[config.mk]
export PLATFORM = sky130hd
export DESIGN_NAME = sample_scheduler_flat
export DESIGN_NICKNAME = d
export VERILOG_FILES = /design/src/rtl/sample_scheduler_pkg.sv /design/src/rtl/sample_scheduler_if.sv /design/src/rtl/sample_scheduler_rr_arbiter.sv /design/src/rtl/sample_scheduler.sv /design/src/flat_wrapper.sv
export SDC_FILE = /design/constraint.sdc
export NUM_CORES = 1
export LEC_CHECK = 0
export CORE_UTILIZATION = 35
export DETAILED_ROUTE_END_ITERATION = 16
export GPL_TIMING_DRIVEN = 0
export PLACE_DENSITY = 0.54
export SYNTH_ARGS = -nofsm -noshare
export SYNTH_HDL_FRONTEND = slang
export SYNTH_HIERARCHICAL = 1
export SYNTH_SLANG_ARGS = --single-unit
[constraint.sdc]
create_clock -name clk -period 7.85 [get_ports clk]
set_clock_uncertainty 0.1 [all_clocks]
set_input_delay 1.57 -clock clk [delete_from_list [all_inputs] [get_ports clk]]
set_output_delay 1.57 -clock clk [all_outputs]
set_load 0.01 [all_outputs]
[src/rtl/sample_scheduler_pkg.sv]
// Shared types for the sample scheduler: FSM state encoding and block address width.
package sample_sched_pkg;

   localparam int ADDR_W = 5;

   typedef enum logic [2:0] {
      S_IDLE    = 3'd0,
      S_TRIG    = 3'd1,
      S_WAIT_HI = 3'd2,
      S_WAIT_LO = 3'd3,
      S_GRANT   = 3'd4
   } state_e;

endpackage

[src/rtl/sample_scheduler_if.sv]
// Requester and sampler handshake bundle for the sample scheduler.
// master = requesters/sampler side, slave = scheduler side.
interface sample_scheduler_if #(
   parameter int NUM_REQ = 3
);
   import sample_sched_pkg::*;

   logic [NUM_REQ-1:0]             req;
   logic [NUM_REQ-1:0]             rel;
   logic [NUM_REQ-1:0][ADDR_W-1:0] req_addr;
   logic [NUM_REQ-1:0]             gnt;
   logic [ADDR_W-1:0]              blk_addr;
   logic                           do_sample;
   logic                           sample_busy;

   modport master (
      output req, rel, req_addr, sample_busy,
      input  gnt, blk_addr, do_sample
   );

   modport slave (
      input  req, rel, req_addr, sample_busy,
      output gnt, blk_addr, do_sample
   );

endinterface

[src/rtl/sample_scheduler_rr_arbiter.sv]
// Combinational round-robin pick: first asserted req scanning upward from ptr, wrapping.
module rr_arbiter #(
   parameter int NUM_REQ = 3,
   parameter int ID_W    = 2
) (
   input  logic [NUM_REQ-1:0] req,
   input  logic [ID_W-1:0]    ptr,
   output logic [NUM_REQ-1:0] win_oh,
   output logic [ID_W-1:0]    win_idx,
   output logic               win_any
);

   logic [ID_W:0]   cand;
   logic [ID_W-1:0] cidx;

   // Scan from farthest to nearest so the candidate closest to ptr is written last and wins.
   always_comb begin
      win_oh  = '0;
      win_idx = '0;
      win_any = |req;
      cand    = '0;
      cidx    = '0;
      for (int k = NUM_REQ - 1; k >= 0; k--) begin
         cand = {1'b0, ptr} + (ID_W+1)'(k);
         if (cand >= (ID_W+1)'(NUM_REQ))
            cand = cand - (ID_W+1)'(NUM_REQ);
         cidx = cand[ID_W-1:0];
         if (req[cidx]) begin
            win_idx      = cidx;
            win_oh       = '0;
            win_oh[cidx] = 1'b1;
         end
      end
   end

endmodule

[src/rtl/sample_scheduler.sv]
// Sample scheduler: round-robin arbitration of snapshot requesters, one-cycle sample
// trigger, busy-window tracking with timeout, and exclusive block-address ownership.
module sample_scheduler import sample_sched_pkg::*; #(
   parameter int          NUM_REQ      = 3,
   parameter logic [15:0] FRESH_CYCLES = 16'd0,
   parameter logic [7:0]  BUSY_TIMEOUT = 8'd32
) (
   input  logic               clk,
   input  logic               reset,
   sample_scheduler_if.slave  bus,
   output logic [15:0]        sample_cnt,
   output logic               timeout_err
);

   localparam int ID_W = (NUM_REQ > 1) ? $clog2(NUM_REQ) : 1;

   state_e              state, state_nxt;
   logic [ID_W-1:0]     id_q, id_nxt;
   logic [NUM_REQ-1:0]  own_oh, own_oh_nxt;
   logic [ID_W-1:0]     rr_ptr;
   logic [7:0]          tmo_cnt;
   logic [15:0]         age;
   logic                busy_q;

   logic [NUM_REQ-1:0]  win_oh;
   logic [ID_W-1:0]     win_idx;
   logic                win_any;

   logic                fresh_hit;
   logic                tmo_hit;
   logic                done_ok;
   logic                tmo_fire;
   logic                rel_ok;

   rr_arbiter #(
      .NUM_REQ (NUM_REQ),
      .ID_W    (ID_W)
   ) u_arb (
      .req     (bus.req),
      .ptr     (rr_ptr),
      .win_oh  (win_oh),
      .win_idx (win_idx),
      .win_any (win_any)
   );

   // age < FRESH_CYCLES, phrased so a zero window folds away cleanly.
   assign fresh_hit = ({1'b0, age} + 17'd1) <= {1'b0, FRESH_CYCLES};
   assign tmo_hit   = (tmo_cnt == BUSY_TIMEOUT - 8'd1);

   // Next-state decode; stale snapshots wait in IDLE while an external sample is in flight.
   always_comb begin
      state_nxt  = state;
      id_nxt     = id_q;
      own_oh_nxt = own_oh;
      done_ok    = 1'b0;
      tmo_fire   = 1'b0;
      rel_ok     = 1'b0;
      case (state)
         S_IDLE: begin
            if (win_any && (fresh_hit || !busy_q)) begin
               id_nxt     = win_idx;
               own_oh_nxt = win_oh;
               state_nxt  = fresh_hit ? S_GRANT : S_TRIG;
            end
         end
         S_TRIG:    state_nxt = S_WAIT_HI;
         S_WAIT_HI: begin
            if (busy_q) begin
               state_nxt = S_WAIT_LO;
            end else if (tmo_hit) begin
               tmo_fire  = 1'b1;
               state_nxt = S_GRANT;
            end
         end
         S_WAIT_LO: begin
            if (!busy_q) begin
               done_ok   = 1'b1;
               state_nxt = S_GRANT;
            end else if (tmo_hit) begin
               tmo_fire  = 1'b1;
               state_nxt = S_GRANT;
            end
         end
         S_GRANT: begin
            if ((bus.rel & own_oh) != '0) begin
               rel_ok    = 1'b1;
               state_nxt = S_IDLE;
            end
         end
         default:   state_nxt = S_IDLE;
      endcase
   end

   // State, owner and round-robin pointer; pointer moves past the owner on release.
   always_ff @(posedge clk or posedge reset) begin
      if (reset) begin
         state  <= S_IDLE;
         id_q   <= '0;
         own_oh <= '0;
         rr_ptr <= '0;
      end else begin
         state  <= state_nxt;
         id_q   <= id_nxt;
         own_oh <= own_oh_nxt;
         if (rel_ok)
            rr_ptr <= (id_q == ID_W'(NUM_REQ - 1)) ? '0 : id_q + ID_W'(1);
      end
   end

   // Busy is registered once at the boundary; the sampler runs from its own logic.
   always_ff @(posedge clk or posedge reset) begin
      if (reset) busy_q <= 1'b0;
      else       busy_q <= bus.sample_busy;
   end

   // Timeout counter restarts on every state change and runs only while waiting on busy.
   always_ff @(posedge clk or posedge reset) begin
      if (reset)
         tmo_cnt <= '0;
      else if (state_nxt != state)
         tmo_cnt <= '0;
      else if (state == S_WAIT_HI || state == S_WAIT_LO)
         tmo_cnt <= tmo_cnt + 8'd1;
   end

   // Snapshot age, completed-sample count and sticky timeout flag.
   always_ff @(posedge clk or posedge reset) begin
      if (reset) begin
         age         <= 16'hFFFF;
         sample_cnt  <= '0;
         timeout_err <= 1'b0;
      end else begin
         if (done_ok)               age <= '0;
         else if (age != 16'hFFFF)  age <= age + 16'd1;
         if (done_ok)  sample_cnt  <= sample_cnt + 16'd1;
         if (tmo_fire) timeout_err <= 1'b1;
      end
   end

   // Grant and trigger are registered from next-state so both are glitch-free.
   always_ff @(posedge clk or posedge reset) begin
      if (reset) begin
         bus.gnt       <= '0;
         bus.do_sample <= 1'b0;
      end else begin
         bus.gnt       <= (state_nxt == S_GRANT) ? own_oh_nxt : '0;
         bus.do_sample <= (state_nxt == S_TRIG);
      end
   end

   // Owner's address reaches the sampler combinationally so block data is ready same cycle.
   always_comb begin
      bus.blk_addr = '0;
      if (state == S_GRANT)
         bus.blk_addr = bus.req_addr[id_q];
   end

endmodule

[src/flat_wrapper.sv]
// flat-port wrapper written by rule: the top's interface ports become plain ports
module sample_scheduler_flat import sample_sched_pkg::*;
#(
   parameter int          NUM_REQ      = 3,
   parameter logic [15:0] FRESH_CYCLES = 16'd0,
   parameter logic [7:0]  BUSY_TIMEOUT = 8'd32
)
  (clk, reset, sample_cnt, timeout_err, bus_req, bus_rel, bus_req_addr, bus_sample_busy, bus_gnt, bus_blk_addr, bus_do_sample);
  sample_scheduler_if #(.NUM_REQ(NUM_REQ)) bus_i ();
  input  logic clk;
  input  logic reset;
  output logic [15:0] sample_cnt;
  output logic timeout_err;
  input wire logic [$bits(bus_i.req)-1:0] bus_req;
  input wire logic [$bits(bus_i.rel)-1:0] bus_rel;
  input wire logic [$bits(bus_i.req_addr)-1:0] bus_req_addr;
  input wire logic [$bits(bus_i.sample_busy)-1:0] bus_sample_busy;
  output wire logic [$bits(bus_i.gnt)-1:0] bus_gnt;
  output wire logic [$bits(bus_i.blk_addr)-1:0] bus_blk_addr;
  output wire logic [$bits(bus_i.do_sample)-1:0] bus_do_sample;
  assign bus_i.req = bus_req;
  assign bus_i.rel = bus_rel;
  assign bus_i.req_addr = bus_req_addr;
  assign bus_i.sample_busy = bus_sample_busy;
  assign bus_gnt = bus_i.gnt;
  assign bus_blk_addr = bus_i.blk_addr;
  assign bus_do_sample = bus_i.do_sample;
  sample_scheduler #(.NUM_REQ(NUM_REQ), .FRESH_CYCLES(FRESH_CYCLES), .BUSY_TIMEOUT(BUSY_TIMEOUT)) u_core (.clk(clk), .reset(reset), .bus(bus_i), .sample_cnt(sample_cnt), .timeout_err(timeout_err));
endmodule
=== Yosys cells after proc, flatten, opt, wreduce, memory -nomap -nowiden ===
Cells that the tools add are included.

* Reduce and logical (&&, ||, !) cells: 13
* Order comparisons: 11
* $add $sub $neg: 10
* Bitwise logic cells: 1
* Muxes and demuxes: 47
* Equal/unequal tests: 10

{| class="wikitable"
|+ Operators by type and width
! kind !! number
|-
| 3-bit two-way mux || 12
|-
| 16-bit by 1-bit adder with 16-bit output (second input constant) || 2
|-
| 16-bit two-way mux || 2
|-
| 16-bit by 1-bit adder with 17-bit output (second input constant) || 1
|-
| 17-bit by 1-bit <= comparator with 1-bit output (second input constant) || 1
|-
| 8-bit two-way mux || 2
|-
| 16-bit != test (second input constant) || 1
|-
| 3-bit one-hot mux with 5 select lines || 1
|-
| 2-bit two-way mux || 7
|-
| 1-bit two-way mux || 13
|-
| 2-bit by 3-bit less-than comparator with 1-bit output (second input constant) || 4
|-
| 5-bit binary-select mux with 2-bit select || 1
|-
| 5-bit two-way mux || 2
|-
| 8-bit by 1-bit adder with 8-bit output (second input constant) || 1
|-
| 8-bit by 5-bit equality test with 1-bit output (second input constant) || 1
|-
| 1-bit binary-select mux with 2-bit select || 3
|-
| 1-bit demux with 2-bit select || 3
|-
| 3-bit by 1-bit equality test with 1-bit output (second input constant) || 2
|-
| 3-bit by 2-bit equality test with 1-bit output (second input constant) || 2
|-
| 3-bit equality test (second input constant) || 2
|-
| 2-bit by 1-bit >= comparator with 1-bit output (second input constant) || 3
|-
| 3-bit by 2-bit >= comparator with 1-bit output (second input constant) || 2
|-
| 2-bit subtractor (second input constant) || 3
|-
| 1-bit logical AND || 4
|-
| 15 further kinds || 17
|}

* Input port bits: 24
* Word-level logic and storage cells: 103
* Register bits after elaboration: 56

=== Logic depth before layout (Yosys ltp) ===
* Word-level depth: 13
* Depth in mapped cells: 9
* Gate-level depth less buffers: 8

=== Modules after synthesis ===
Netlist, hierarchy kept.

{| class="wikitable"
|+ By module, submodules not included
! module !! seq. area each (µm²) !! cells each !! area each (µm²) !! instances
|-
| sample_scheduler || 1421.4 || 278 || 2926.6 || 1
|-
| rr_arbiter || 0.0 || 51 || 357.8 || 1
|}

=== Least setup slack after synthesis ===
No wires, ideal clock.

* Path kind: in2reg
* From: in bus_req[2]
* To: reg u_core.id_q[1]
* Arrival time: 3467 ps
* Library setup time: 125 ps
* Path slack: 4158 ps
* Stages: 9
* Path through: buf_2 -> or3_1 -> and4_1 -> a41oi_1 -> and4b_1 -> and4_1 -> buf_6 -> a31oi_4 -> mux2_2

* Elaborated cells between the ends (all ways): 12
* Classes of those cells: mux: 9; reduce/logical: 3

{| class="wikitable"
|+ RTL lines
! element !! line !! text
|-
| from (decl) || flat_wrapper.sv:14 || <nowiki>input wire logic [$bits(bus_i.req)-1:0] bus_req;</nowiki>
|-
| 3-bit OR reduction || sample_scheduler_rr_arbiter.sv:20 || <nowiki>win_any = |req;</nowiki>
|-
| via u_core.win_any || sample_scheduler.sv:27 || <nowiki>logic win_any;</nowiki>
|-
| 1-bit logical AND || sample_scheduler.sv:60 || <nowiki>if (win_any && (fresh_hit || !busy_q)) begin</nowiki>
|-
| 2-bit AND reduction (no source line) || - ||
|-
| to (signal assigned) || sample_scheduler.sv:103 || <nowiki>id_q <= id_nxt;</nowiki>
|-
| to (decl) || sample_scheduler.sv:18 || <nowiki>logic [ID_W-1:0] id_q, id_nxt;</nowiki>
|}

The timed path passes the listed nets, and every way through them passes these cells. The select of a mux whose other input is x is not followed.
A chain may end at the register's enable or synchronous reset.

=== Final worst setup path ===
* From: in bus_req_addr[9]
* To: out bus_blk_addr[4]

* Word-level cells in the longest chain between the ends: 3

{| class="wikitable"
|+ RTL lines
! element !! line !! text
|-
| from (decl) || flat_wrapper.sv:16 || <nowiki>input wire logic [$bits(bus_i.req_addr)-1:0] bus_req_addr;</nowiki>
|-
| 5-bit binary-select mux with 2-bit select || sample_scheduler.sv:155 || <nowiki>bus.blk_addr = bus.req_addr[id_q];</nowiki>
|-
| 5-bit two-way mux (not written as such) || sample_scheduler.sv:155 ||
|-
| 5-bit two-way mux || sample_scheduler.sv:154 || <nowiki>if (state == S_GRANT)</nowiki>
|-
| to (decl) || flat_wrapper.sv:19 || <nowiki>output wire logic [$bits(bus_i.blk_addr)-1:0] bus_blk_addr;</nowiki>
|}

Every way passes these cells. The select of a mux whose other input is x is not followed.

==> metrics <==
Root Driver=clkbuf_8; routed length on met3=303 um; R2R Setup Slk=4960 ps; Mapped Cells=329; Hold-fix buffers, CTS=0; WP data required=6180 ps; met2 wire length=3.247 mm; Post-DP Area=3920 um^2; synth top area cells=dfrtp_1, dfstp_2, xnor2_1; Main synth FF type=dfrtp_1; register area share after synthesis=43.28%; PD cells=120.9 nW/um^2; Final ANT Viol Nets=0; endpoints failing hold=0; endpoints failing setup=0; Clock Sink Count=56; area share of the largest cell type after synthesis=30.48%; Distinct cells, synth=70; Worst-Skew Late Latency=310 ps; Sw Share=23.71%; Syn. warnings=6; antenna violations before repair=0; Die W=98.87 um; VDD IR max=0.06798 mV; async set-reset flop share out of synthesis=100.0%; worst hold path type=reg -> reg; hpwl dp=5.253 mm; outcome=finished clean; largest net degree at the start of global routing=33; max layer used=met4; Initial Utilization=36.94%; Max-Cap Viols=0; Inserted Clock Buffers=5; placed cell count=486; Post-layout nets=416; Starting DRT DRC Count=98; via count=2,577; fin cells=494; NetSw=0.0001149 W; kind of critical path=in -> out; Setup TNS=0 ps; Reg2Reg Depth=8; Crit. End Element=output pin; RSZ-0062 raised after global routing=false; CTS resizes=0; mapped cell area=3284 um^2; I/O pin count=50; #FFs+latches synth=56; WHS Path Cells=1; DR vias/cell=5.217; hold_sp=u_core/sample_cnt[15]; reg2reg end=u_core/tmo_cnt[3]; cell row count=34; total grt overflow=0; max-slew violations=0; Syn Nets=360; RR Startpoint=u_core/age[12]; Total Die Area=9775 um^2; RePlAce Congestion=0.8604; drt drc=0; clock buffer depth=2; clock network fraction of total power=33.6%; drt pass-1 iters=4; global-route wire length before repair=12.07 mm; hold path endpoint=u_core/sample_cnt[15]; WL met1=3.545 mm; Core Footprint=8891 um^2; fin crit share=58.23%; Port Buffers=48; fin crit period=4571 ps; Reg power frac=59.7%; CTS tree=done; Post-CTS Setup Bufs=0; Routed WL=7.154 mm; crit path max fanout=1; CTS H-tree lvls=2; area grow syn2layout=22.10%; clk slew on worst S/H paths=100 ps; crit path DAT=2900 ps; area leader, netlist=dfrtp_1; fmax=218.8 MHz; startpoint class of the critical path=input pin; fin area=4010 um^2; leak pwr=1.559 nW; vias in the first global route=2,556; Inserted Diodes=0; number of synthesized flops with an enable pin=0; final core utilization=45.10%; Pint=0.0003697 W; Slew headroom=36.94%; gr usage total=15.22%; layout cells sized above 1=13.73%; Syn Area/Cell=9.983 um^2; Worst-Margin Slew=937.3 ps; wire per inst=14.48 um; Comb pwr share=6.6%; die height=98.87 um
[synthesized netlist by cell type, types with 3 or more instances]
| library cell | number |
|---|---|
| xnor2_1 | 25 |
| nor2b_1 | 5 |
| inv_1 | 6 |
| clkbuf_1 | 9 |
| nand4_1 | 11 |
| ha_1 | 7 |
| dfstp_2 | 16 |
| a22o_1 | 3 |
| buf_6 | 3 |
| and3_1 | 8 |
| o21ai_0 | 7 |
| mux2i_1 | 8 |
| nor2_1 | 36 |
| nand2_1 | 21 |
| dfrtp_1 | 40 |
| nor3_1 | 3 |
| mux2_2 | 5 |
| and4_1 | 4 |
| xor2_1 | 14 |
| a21oi_1 | 25 |
| nand3_1 | 16 |
[registers in the layout, summed over array words and instances (netlist names)]
name,flops
u_core/tmo_cnt,8
u_core/rr_ptr,2
u_core/timeout_err,1
u_core/sample_cnt,16
u_core/bus.gnt,3
u_core/busy_q,1
u_core/bus.do_sample,1
u_core/own_oh,3
u_core/id_q,2
u_core/age,16
u_core/state,3
[cell type report]
| type | count | area [um^2] |
|---|---|---|
| Buffer | 17 | 93.84 |
| Sequential cell | 56 | 1421 |
| Inverter | 7 | 28.78 |
| Timing Repair Buffer | 49 | 500.5 |
| Clock buffer | 5 | 68.82 |
| Tap cell | 108 | 135.1 |
| Multi-Input combinational cell | 249 | 1740 |
| Clock inverter | 3 | 21.27 |
| Fill cell | 854 | 4881 |
[metal layers]
metal / vias to the layer above / global-route usage, %
met4: 0 / 4.018
met5: - / 0
li1: 1296 / -
met2: 49 / 24.69
met3: 4 / 3.262
met1: 1228 / 20.57
[power groups by stage]
| stage | Clock, W | Sequential [W] | Combinational [W] |
|---|---|---|---|
| after floorplan | 0 | 0.000295 | 0.0000134 |
| after global placement | 0 | 0.000295 | 0.0000313 |
| after detailed placement | 0 | 0.000295 | 0.0000328 |
| after CTS | 0.000170 | 0.000290 | 0.0000329 |
| after global routing | 0.000179 | 0.000290 | 0.0000357 |
| final | 0.000163 | 0.000290 | 0.0000321 |
[cell families after synthesis]
group / synth area share (%)
compound gates: 14.17
fa+ha+maj: 2.667
mux: 4.914
flops: 43.28
simple gates: 20.84
xor+xnor: 10.40
buf+inv: 3.733
[critical path, stage by stage]
cell and delay, ps:
clkdlybuf4s50_1 460, mux2i_1 60, nor2_1 100, a21oi_1 40
nor2_1 90, clkdlybuf4s50_1 570
[how the worst max path moves through the flow]
stage	to	startpoint	cells past startpoint
floorplan	u_core/id_q[1]	bus_req[2]	9
global placement	bus_blk_addr[3]	bus_req_addr[8]	6
detailed placement	bus_blk_addr[4]	bus_req_addr[9]	6
CTS	bus_blk_addr[3]	bus_req_addr[8]	6
global route	bus_blk_addr[3]	bus_req_addr[8]	6
finish	bus_blk_addr[4]	bus_req_addr[9]	6
[per-stage QoR]
step | hold WS [ps] | setup slack (ps) | power (W)
global route | 401.6 | 3186 | 0.0005040
floorplan | 373.8 | 4158 | 0.0003081
finish | 380.6 | 3279 | 0.0004847
CTS | 383.1 | 3270 | 0.0004922
global placement | 359.7 | 3278 | 0.0003261
detailed placement | 362.4 | 3277 | 0.0003276
[placed cells by master, fill, tap and decap left out, types with 2 or more instances in the layout]
cell             netlist  layout
nor3b_1                2       2
a21oi_1               25      25
mux2_2                 5       5
o2bb2ai_1              2       2
clkbuf_1               9       9
nor2b_1                5       5
nand4_1               11      11
clkdlybuf4s50_1        0      48
or3_1                  2       2
nand2_1               21      21
and4_1                 4       4
ha_1                   7       7
a22o_1                 3       3
dfstp_2               16      16
a31oi_1                2       2
nor3_1                 3       3
nor4_1                 2       2
clkbuf_8               0       5
o22ai_1                2       2
buf_6                  3       3
nand3_1               16      16
dfrtp_1               40      40
buf_2                  2       2
inv_1                  6       5
nor2_1                36      36
o21ai_0                7       7
mux2i_1                8       8
xor2_1                14      14
o41ai_1                2       2
and3_1                 8       8
xnor2_1               25      25
(Power assumes the default switching activity.)
